## config.mk

```make
export PLATFORM = sky130hd
export DESIGN_NAME = pipeline_hazard_ctrl
export DESIGN_NICKNAME = d
export VERILOG_FILES = /design/src/rtl/pipeline_hazard_ctrl.sv
export SDC_FILE = /design/constraint.sdc
export NUM_CORES = 1
export LEC_CHECK = 0
export ABC_AREA = 0
export BUFFER_PORTS_ARGS = -buffer_cell sky130_fd_sc_hd__buf_2
export CAP_MARGIN = 20
export CORE_MARGIN = 4
export CORE_UTILIZATION = 52
export DETAILED_ROUTE_END_ITERATION = 16
export PLACE_DENSITY = 0.82
export SLEW_MARGIN = 10
export SYNTH_ARGS = -nofsm -noshare
export SYNTH_HDL_FRONTEND = slang
export SYNTH_SLANG_ARGS = --single-unit
export TNS_END_PERCENT = 50
```

## constraint.sdc

```tcl
create_clock -name clk -period 2.9 [get_ports clk]
set_input_delay 0.145 -clock clk [delete_from_list [all_inputs] [get_ports clk]]
set_output_delay 0.145 -clock clk [all_outputs]
set_load 0.005 [all_outputs]
```

## src/rtl/pipeline_hazard_ctrl.sv

```systemverilog
// pipeline_hazard_ctrl: stall/flush sequencing for load-use, redirect and memory-wait hazards
module pipeline_hazard_ctrl #(
   parameter int FLUSH_CYCLES = 2,
   parameter int MEM_TIMEOUT  = 15,
   parameter int STALL_CNT_W  = 16
) (
   input  logic                   clk,
   input  logic                   rst_n,
   input  logic [4:0]             id_rs,
   input  logic [4:0]             id_rt,
   input  logic                   id_rs_used,
   input  logic                   id_rt_used,
   input  logic [4:0]             ix_dest,
   input  logic                   ix_write_to_reg,
   input  logic                   ix_is_load,
   input  logic                   update_pc_in,
   input  logic                   mem_req,
   input  logic                   mem_ready,
   output logic                   hold_pc,
   output logic                   hold_if_id,
   output logic                   hold_id_ix,
   output logic                   hold_ix_im,
   output logic                   flush_if_id,
   output logic                   bubble_id_ix,
   output logic                   bubble_im_iw,
   output logic                   mem_timeout,
   output logic [STALL_CNT_W-1:0] stall_cycles
);
   typedef enum logic [1:0] {RUN, MEM_WAIT, FLUSH, ERR} state_t;
   localparam logic [2:0] FL_INIT = 3'(FLUSH_CYCLES - 1);
   localparam logic [7:0] TMO     = 8'(MEM_TIMEOUT);
   state_t     state, state_nx;
   logic [7:0] wait_cnt, wait_nx;
   logic [2:0] flush_cnt, flush_nx;
   logic       lu, stall, hold_all, hold_lu, flush_c, bub_id, bub_im;
   assign lu = ix_is_load & ix_write_to_reg & (ix_dest != 5'd0) &
               ((id_rs_used & (id_rs == ix_dest)) | (id_rt_used & (id_rt == ix_dest)));
   // once waiting, only ready releases the stall; elsewhere a new not-ready request starts one
   assign stall = (state == MEM_WAIT) ? !mem_ready : (mem_req & !mem_ready);
   // next-state and control decode, priority memory stall > redirect > load-use
   always_comb begin
      state_nx = state;
      wait_nx  = wait_cnt;
      flush_nx = flush_cnt;
      hold_all = 1'b0;
      hold_lu  = 1'b0;
      flush_c  = 1'b0;
      bub_id   = 1'b0;
      bub_im   = 1'b0;
      if (state == ERR) begin
         hold_all = 1'b1;
         bub_im   = 1'b1;
      end else if (stall) begin
         hold_all = 1'b1;
         bub_im   = 1'b1;
         wait_nx  = (state == MEM_WAIT) ? wait_cnt + 8'd1 : 8'd1;
         state_nx = (wait_nx == TMO) ? ERR : MEM_WAIT;
      end else if (state == MEM_WAIT) begin
         wait_nx  = 8'd0;
         state_nx = (flush_cnt != 3'd0) ? FLUSH : RUN;
      end else if (update_pc_in) begin
         flush_c  = 1'b1;
         bub_id   = 1'b1;
         flush_nx = FL_INIT;
         state_nx = (FL_INIT != 3'd0) ? FLUSH : RUN;
      end else if (state == FLUSH) begin
         flush_c  = 1'b1;
         bub_id   = 1'b1;
         flush_nx = flush_cnt - 3'd1;
         state_nx = (flush_cnt == 3'd1) ? RUN : FLUSH;
      end else if (lu) begin
         hold_lu  = 1'b1;
         bub_id   = 1'b1;
      end
   end
   assign hold_pc      = rst_n & (hold_all | hold_lu);
   assign hold_if_id   = rst_n & (hold_all | hold_lu);
   assign hold_id_ix   = rst_n & hold_all;
   assign hold_ix_im   = rst_n & hold_all;
   assign flush_if_id  = rst_n & flush_c;
   assign bubble_id_ix = rst_n & bub_id;
   assign bubble_im_iw = rst_n & bub_im;
   assign mem_timeout  = rst_n & (state == ERR);
   // state, counters and saturating stall counter
   always_ff @(posedge clk or negedge rst_n) begin
      if (!rst_n) begin
         state        <= RUN;
         wait_cnt     <= 8'd0;
         flush_cnt    <= 3'd0;
         stall_cycles <= '0;
      end else begin
         state        <= state_nx;
         wait_cnt     <= wait_nx;
         flush_cnt    <= flush_nx;
         stall_cycles <= (hold_pc && !(&stall_cycles)) ? stall_cycles + STALL_CNT_W'(1) : stall_cycles;
      end
   end
endmodule

```

==> impl_metrics.csv, run 1 <==
group,metric,value,unit
status,outcome,"completed",
cts,clkSinkCount,29,
cts,cts-buffers-inserted,5,
synth,synth_area,1810,sq um
placement,placed_area,2070,sq um
floorplanning,boundaryPins,48,
cts,cts_buffer_depth,2,
cells_and_area,design_area,2140,sq um
routing,num_vias,1625,
worst_setup_path,crit_arrival,2480,ps
placement,place_hpwl,3040,um
cts,cts_tree,"yes",
cells_and_area,final_common_cell,"buf_2",
routing,drt_iter0_markers,103,
global_route,grt_overflow,0,
routing,ant_nets,0,
timing,holdWs,158,ps
worst_setup_path,ff2ff_setup_slack,390,ps
floorplanning,core,3340,sq um
cts,clockRootBuffer,"clkbuf_4",
synth,synth-edff-count,0,
worst_setup_path,rr_startpoint,"state[1]$_DFFE_PN0P_",
cts,htreeDepth,2,
worst_setup_path,reg2reg_depth,7,
cells_and_area,nets,290,
cells_and_area,area_delta_synth_final,18.4,%
timing,max-slew-margin-rel,54.9,%
floorplanning,die_area,4480,sq um
floorplanning,row_count,21,
timing,period_needed,2630,ps
cts,cts-resized-gates,0,
placement,gp_congestion,0.889,
synth,ys_seq_area_share,40.2,%
routing,wl_per_cell,13.4,um
global_route,antenna_found_initial,0,
global_route,use_met1,22.5,%
worst_setup_path,endpoint,"hold_pc",
run,cap_violations,0,
cells_and_area,ff_latch_area,726,sq um
floorplanning,start_util,54.1,%
cells_and_area,fin_cells,304,
global_route,track_usage,19.7,%
timing,rsz0062_at_grt,"no",
global_route,busiest_layer,"met2",
worst_setup_path,cpMaxStageDelayCell,"or4b_4",
global_route,grt_pass1_vias,1596,
placement,dp_cells,296,
timing,worst_clock_skew,6.20,ps
worst_setup_path,critical_path_required,2760,ps
power_and_ir_drop,p_leak,1.05,nW
timing,slew_viol_final,0,
power_and_ir_drop,peakVddDrop,0.454,mV
synth,async_reset_ff_share,100,%
synth,yosysWarnings,0,
power_and_ir_drop,power_density,674,nW/um^2
synth,ys_seq_elements,29,
global_route,met2_usage,33.5,%
timing,clock.fmax,0.381,GHz
global_route,grt_max_degree,33,
global_route,grt_pass1_wl,6710,um
synth,ys_types,32,
cts,path_clk_slew,90,ps
routing,drc,0,
placement,io_buffers,47,
routing,routed_wl,4070,um
global_route,grtUsageMet3,4.89,%
hold_path,holdCritStartpoint,"update_pc_in",
cells_and_area,drive_above_1_share,24.4,%
synth,syn_inst,209,
cells_and_area,antenna_cells,0,
synth,synth_fp_nets,241,
cts,clk_latency,330,ps
timing,hold_viol,0,
synth,synth.avg_cell_area,8.64,sq um
worst_setup_path,critPathMaxStageDelay,590,ps
cells_and_area,fillers,306,
worst_setup_path,crit_chain,"inv_1, ha_1, or4b_4, nor2_1, nand2_1, o31ai_1, buf_2",
worst_setup_path,cp-end-kind,"primary output",
routing,drt-pass1-iter-count,4,
worst_setup_path,critPathKind,"reg -> out",
cells_and_area,mostFrequentLayoutCells,"47 x buf_2, 29 x dfrtp_1, 27 x nor2_1, 25 x nand2_1, 15 x xor2_1",
floorplanning,die_h,66.9,um
timing,finalWorstSetupSlack,273,ps
power_and_ir_drop,total_power,1.44,mW
routing,vias_per_cell,5.35,
hold_path,min-delay-path-class,"in -> reg",
floorplanning,die_w,66.9,um
timing,tightestPinTransition,676,ps
cells_and_area,fin_util,64.0,%
timing,setup_viol,0,
synth,synth_ff_type,"dfrtp_1",
placement,pre_cts_ws,421,ps
worst_setup_path,cp_max_fo,11,
worst_setup_path,r2r_end,"stall_cycles[1]$_DFFE_PN0P_",
timing,period_share,90.6,%
worst_setup_path,startpoint_type,"flip-flop",
cells_and_area,multiInputGateArea,997,sq um
worst_setup_path,crit_start,"state[1]$_DFFE_PN0P_",
timing,fin_setup_tns,0,ps
[cell type report]
cell class / instances / area share (%)
well taps: 46 / 2.69
inverters: 9 / 1.58
multi-input cells: 162 / 46.7
clock buffers: 7 / 2.58
repair buffers: 51 / 12.5
flip-flops and latches: 29 / 34.0
[state kept, by name (all words and copies together) (netlist names)]
| name | flops |
|---|---|
| wait_cnt | 8 |
| state | 2 |
| stall_cycles | 16 |
| flush_cnt | 3 |
[timing repair]
item,CTS,global route
buffers inserted,0,0
hold endpoints to repair,29,0
hold buffers,1,0
[per-layer routing]
metal / share of wire [%] / wire length [um] / vias up
met1: 43 / 1740 / 771
met4: 2.1 / 84 / 0
met5: 0 / 0 / -
li1: - / - / 798
met3: 6.1 / 250 / 12
met2: 49 / 2000 / 44
[cell usage after synthesis, drive strengths merged (5+ instances only)]
library cell	instances	area, sq um
clkbuf	5	18.8
inv	9	33.8
o21ai	13	65.1
nand4	7	43.8
nor2	27	101
nand2	25	93.8
nor3	8	40.0
xor2	15	131
nand3	9	45.0
nor4	5	31.3
xnor2	13	114
a21oi	9	48.8
dfrtp	29	726
ha	8	100
[cells by family after synthesis]
family                   count (synthesis)  synth area share, %
multiplexers                             2                 1.18
AO/OA/AOI/OAI                           29                 9.36
XOR/XNOR                                28                 13.6
buffers and inverters                   18                 4.57
adder cells (fa/ha/maj)                  8                 5.54
flip-flops                              29                 40.2
AND/OR/NAND/NOR                         95                 25.6
[how the worst min path moves through the flow]
stage / endpoint / slack, ps / depth (start not counted)
2_1_floorplan: flush_cnt[0]$_DFFE_PN0P_ / -150 / 0
3_3_place_gp: flush_cnt[2]$_DFFE_PN0P_ / 220 / 2
3_5_place_dp: flush_cnt[1]$_DFFE_PN0P_ / 220 / 2
4_1_cts: flush_cnt[0]$_DFFE_PN0P_ / 140 / 3
5_1_grt: flush_cnt[0]$_DFFE_PN0P_ / 180 / 3
6_report: flush_cnt[0]$_DFFE_PN0P_ / 160 / 3
[where the power goes]
| group | internal [mW] | switching (mW) |
|---|---|---|
| clock | 0.114 | 0.140 |
| sequential | 0.499 | 0.114 |
| combinational | 0.259 | 0.315 |
| total | 0.871 | 0.569 |
[worst max-delay path, delay by kind of cell, from the launching register on]
family	cells	cell delay (ps)
flops	1	440
simple gates	3	810
buf+inv	2	250
compound gates	1	330
fa+ha+maj	1	310
(Power assumes the default switching activity.)
==> inputs of run 2 (changes only) <==
==> constraint.sdc (replaced) <==
create_clock -name clk -period 2.9 [get_ports clk]
set_input_delay 0 -clock clk [delete_from_list [all_inputs] [get_ports clk]]
set_output_delay 0 -clock clk [all_outputs]
set_load 0.005 [all_outputs]
==> impl_metrics.csv, run 2 (synthesis results as in run 1) <==
group,metric,value,unit
status,outcome,"completed",
timing,period_share,87.3,%
cts,cts_hold_buf,2,
global_route,grt_pass1_wl,6710,um
worst_setup_path,cp_max_fo,16,
routing,routed_wl,4090,um
worst_setup_path,critPathMaxStageDelay,540,ps
worst_setup_path,cpMaxStageDelayCell,"a21oi_2",
placement,io_buffers,47,
worst_setup_path,ff2ff_setup_slack,370,ps
floorplanning,die_w,66.9,um
cts,clk_latency,330,ps
routing,drt_iter0_markers,163,
routing,wl_per_cell,13.4,um
cells_and_area,antenna_cells,0,
cts,clockRootBuffer,"clkbuf_4",
worst_setup_path,crit_arrival,2760,ps
cells_and_area,area_delta_synth_final,18.9,%
cells_and_area,largest_reg_flops,16,
placement,place_hpwl,3040,um
power_and_ir_drop,peakVddDrop,0.455,mV
floorplanning,die_area,4480,sq um
floorplanning,die_h,66.9,um
floorplanning,core,3340,sq um
cells_and_area,mostFrequentLayoutCells,"47 x buf_2, 29 x dfrtp_1, 27 x nor2_1, 25 x nand2_1, 15 x xor2_1",
worst_setup_path,crit_chain,"inv_1, ha_1, o21ba_2, o21ai_0, nor2_1, a21oi_2, mux2_2",
cts,clkSinkCount,29,
hold_path,min-delay-path-class,"in -> reg",
routing,ant_nets,0,
cts,htreeDepth,2,
routing,vias_per_cell,5.38,
power_and_ir_drop,total_power,1.44,mW
worst_setup_path,cp-end-kind,"flip-flop",
global_route,grt_overflow,0,
timing,max-slew-margin-rel,53.5,%
placement,gp_congestion,0.889,
floorplanning,row_count,21,
timing,period_needed,2530,ps
floorplanning,boundaryPins,48,
run,cap_violations,0,
global_route,grt_pass1_vias,1594,
timing,rsz0062_at_grt,"no",
cts,cts_tree,"yes",
timing,setup_viol,0,
cts,cts_buffer_depth,2,
cts,cts-buffers-inserted,5,
floorplanning,start_util,54.1,%
cells_and_area,nets,291,
timing,clock.fmax,0.395,GHz
worst_setup_path,critical_path_required,3130,ps
cts,cts_setup_buffers,0,
cells_and_area,top_regs,"stall_cycles: 16 flops, wait_cnt: 8 flops, flush_cnt: 3 flops",
power_and_ir_drop,p_leak,1.05,nW
power_and_ir_drop,power_density,672,nW/um^2
timing,hold_viol,0,
timing,worst_clock_skew,7.01,ps
cells_and_area,fillers,302,
timing,fin_setup_tns,0,ps
cts,path_clk_slew,90,ps
timing,slew_viol_final,0,
timing,tightestPinTransition,697,ps
routing,drc,0,
cts,cts-resized-gates,0,
worst_setup_path,critPathKind,"reg -> reg",
routing,num_vias,1642,
worst_setup_path,startpoint_type,"flip-flop",
global_route,track_usage,19.7,%
routing,drt-pass1-iter-count,4,
cells_and_area,drive_above_1_share,24.3,%
global_route,antenna_found_initial,0,
cells_and_area,final_common_cell,"buf_2",
cells_and_area,regMostFlops,"stall_cycles",
global_route,grt_max_degree,33,
## run 2: cell types whose count changed in the layout (fill, tap and decap cells not counted)
cell,delta
dlygate4sd3_1,+1
## run 2: path summary, 6_finish.rpt
kind,start,to,depth (start not counted)
worst max-delay path,state[1]$_DFFE_PN0P_,stall_cycles[1]$_DFFE_PN0P_,7
worst min-delay path,mem_ready,wait_cnt[1]$_DFFE_PN0P_,3
worst max register to register,state[1]$_DFFE_PN0P_,stall_cycles[1]$_DFFE_PN0P_,7
worst min register to register,stall_cycles[14]$_DFFE_PN0P_,stall_cycles[14]$_DFFE_PN0P_,1
max in group asynchronous,rst_n,wait_cnt[3]$_DFFE_PN0P_,3
min in group asynchronous,rst_n,flush_cnt[1]$_DFFE_PN0P_,3
## run 2: critical path: cells and delay by family (launching register included)
kind                     cells  cell delay [ps]
AO/OA/AOI/OAI                3             1110
flip-flops                   1              440
multiplexers                 1              400
adder cells (fa/ha/maj)      1              310
AND/OR/NAND/NOR              1              100
buffers and inverters        1               70
## run 2: final cells by class
class	instances	area [sq um]	area share, %
multi-input combinational	162	997	46.4
tap	46	57.6	2.68
inverter	9	33.8	1.57
clock buffer	7	55.1	2.56
sequential	29	726	33.8
timing repair buffer	52	278	12.9
## run 2: power by group
| part | internal [mW] | leakage [nW] | switching [mW] |
|---|---|---|---|
| Combinational | 0.259 | 0.650 | 0.316 |
| Clock | 0.114 | 0.0314 | 0.142 |
| Sequential | 0.499 | 0.374 | 0.113 |
| Total | 0.872 | 1.05 | 0.570 |
## run 2: metal layers
metal	routed length, um	track usage, %
met1	1710	22.5
met4	84	10.4
met3	270	4.89
met5	0	0
met2	2030	33.5
## run 2: stage by stage
| stage | area [sq um] | hold WS (ps) | worst slack, ps | utilization (%) | std cells |
|---|---|---|---|---|---|
| after global placement | 2070 | 74.3 | 490 | 62.1 | 296 |
| after global routing | 2150 | 53.8 | 253 | 64.3 | 305 |
| after floorplan | 1810 | -296 | 819 | - | 209 |
| after CTS | 2150 | 20.3 | 409 | 64.3 | 305 |
| final | 2150 | 35.9 | 368 | 64.3 | 305 |
| after detailed placement | 2070 | 72.0 | 421 | 62.1 | 296 |
==> inputs of run 3 (changes only) <==
Settings changed: CORE_UTILIZATION 52 to 54, CTS_BUF_LIST from default to sky130_fd_sc_hd__clkbuf_4 sky130_fd_sc_hd__clkbuf_8, PLACE_DENSITY 0.82 to 0.85.
Clock period 2.9 ns to 2.4 ns, I/O delays scaled along.
==> impl_metrics.csv, run 3 (synthesis results as in run 1) <==
group,metric,value,unit
worst_setup_path,critPathMaxStageDelay,560,ps
cells_and_area,design_area,2260,sq um
global_route,track_usage,21.8,%
cells_and_area,mostFrequentLayoutCells,"47 x buf_2, 29 x dfrtp_1, 27 x nor2_1, 25 x nand2_1, 15 x xor2_1",
floorplanning,core,3130,sq um
worst_setup_path,cp-end-kind,"flip-flop",
timing,setup_viol,0,
cells_and_area,fin_util,72.3,%
worst_setup_path,critical_path_buf_inv_count,0,
power_and_ir_drop,p_leak,1.11,nW
cells_and_area,fin_cells,309,
routing,wl_per_cell,13.8,um
cells_and_area,top_regs,"stall_cycles: 16 flops, wait_cnt: 8 flops, flush_cnt: 3 flops",
worst_setup_path,ff2ff_setup_slack,110,ps
worst_setup_path,reg2reg_depth,6,
floorplanning,boundaryPins,48,
routing,drt_iter0_markers,129,
floorplanning,die_w,65.8,um
cts,clk_latency,340,ps
placement,place_hpwl,3140,um
power_and_ir_drop,swShare,36.0,%
power_and_ir_drop,seqPwrFrac,36.5,%
timing,hold_viol,0,
routing,drc,0,
power_and_ir_drop,total_power,1.99,mW
cts,cts-buffers-inserted,5,
floorplanning,row_count,20,
timing,holdWs,33.1,ps
timing,tightestPinTransition,517,ps
routing,num_vias,1697,
placement,gp_congestion,0.810,
worst_setup_path,cpMaxStageDelayCell,"or4b_4",
floorplanning,start_util,57.7,%
floorplanning,die_area,4330,sq um
run,cap_violations,0,
timing,fin_setup_tns,0,ps
global_route,antenna_found_initial,0,
worst_setup_path,cp_max_fo,16,
timing,slew_viol_final,0,
timing,period_share,95.3,%
global_route,grt_overflow,0,
worst_setup_path,startpoint_type,"flip-flop",
placement,pre_cts_ws,37.1,ps
hold_path,hold_path_end,"flush_cnt[0]$_DFFE_PN0P_",
placement,dp_cells,300,
power_and_ir_drop,p_int,1.27,mW
hold_path,min-delay-path-class,"in -> reg",
worst_setup_path,crit_arrival,2560,ps
worst_setup_path,critical_path_required,2670,ps
timing,clock.fmax,0.437,GHz
routing,drt-pass1-iter-count,4,
power_and_ir_drop,peakVddDrop,0.600,mV
cells_and_area,drive_above_1_share,27.9,%
global_route,grt_pass1_vias,1657,
cells_and_area,final_common_cell,"buf_2",
hold_path,holdCritStartpoint,"update_pc_in",
routing,ant_nets,0,
cells_and_area,area_delta_synth_final,25.2,%
global_route,grt_pass1_wl,7310,um
worst_setup_path,rr_startpoint,"state[0]$_DFFE_PN0P_",
timing,worst_clock_skew,14.9,ps
status,outcome,"completed",
worst_setup_path,crit_family,"simple AND/OR/NAND/NOR gates",
cells_and_area,nets,296,
timing,period_needed,2290,ps
cts,clockRootBuffer,"clkbuf_4",
worst_setup_path,critPathKind,"reg -> reg",
cts,cts_buffer_depth,2,
global_route,grt_max_degree,18,
worst_setup_path,r2r_end,"stall_cycles[13]$_DFFE_PN0P_",
cells_and_area,antenna_cells,0,
routing,vias_per_cell,5.49,
placement,io_buffers,47,
power_and_ir_drop,power_density,880,nW/um^2
cts,cts_tree,"yes",
worst_setup_path,crit_chain,"ha_1, or4b_4, nor4b_4, a21oi_4, nor4_1, xor2_1",
cts,htreeDepth,2,
cells_and_area,regMostFlops,"stall_cycles",
cts,clkSinkCount,29,
placement,placed_area,2110,sq um
hold_path,hold_path_depth,3,
power_and_ir_drop,combPwrFrac,37.9,%
timing,max-slew-margin-rel,65.3,%
routing,routed_wl,4270,um
timing,finalWorstSetupSlack,112,ps
power_and_ir_drop,clkPwrFrac,25.7,%
cts,path_clk_slew,110,ps
cells_and_area,largest_reg_flops,16,
power_and_ir_drop,p_sw,716,uW
floorplanning,die_h,65.8,um
run 3: repair_timing:
item,4_1_cts,5_1_grt
setup endpoints to repair,0,15
hold buffers,1,0
endpoints found under the hold margin,29,0
setup buffers,0,0
gates resized for setup,0,5
run 3: how the worst max path moves through the flow:
stage	startpoint	slack, ps	cells after the start	endpoint
3_3_place_gp	state[0]$_DFFE_PN0P_	170	6	stall_cycles[13]$_DFFE_PN0P_
4_1_cts	state[0]$_DFFE_PN0P_	20	6	stall_cycles[15]$_DFFE_PN0P_
5_1_grt	state[0]$_DFFE_PN0P_	-20	6	stall_cycles[15]$_DFFE_PN0P_
2_1_floorplan	state[1]$_DFFE_PN0P_	320	10	stall_cycles[7]$_DFFE_PN0P_
6_report	state[0]$_DFFE_PN0P_	110	6	stall_cycles[13]$_DFFE_PN0P_
3_5_place_dp	state[0]$_DFFE_PN0P_	40	6	stall_cycles[15]$_DFFE_PN0P_
run 3: cell type report:
class / instances / area, sq um
Multi-Input combinational cell: 162 / 1030
Tap cell: 44 / 55.1
Sequential cell: 29 / 726
Inverter: 9 / 33.8
Clock buffer: 5 / 37.5
Clock inverter: 3 / 65.1
Fill cell: 252 / 867
Timing Repair Buffer: 57 / 313
run 3: power groups by stage:
stage / registers (mW) / logic (mW) / clock network, mW
finish: 0.726 / 0.754 / 0.511
global route: 0.746 / 0.874 / 0.544
CTS: 0.724 / 0.747 / 0.515
detailed placement: 0.734 / 0.739 / 0
global placement: 0.725 / 0.712 / 0
floorplan: 0.721 / 0.468 / 0
run 3: worst register-to-register path: stages (launching register included):
cell	delay (ps)
dfrtp_1	430
ha_1	260
or4b_4	560
nor4b_4	280
a21oi_4	180
nor4_1	360
xor2_1	170
run 3: routing by layer:
layer	global-route usage, %	vias to the layer above	routed length (um)
met2	35.2	73	2070
met5	0	-	0
met1	27.5	790	1790
li1	-	822	-
met3	4.59	12	325
met4	10.6	0	87
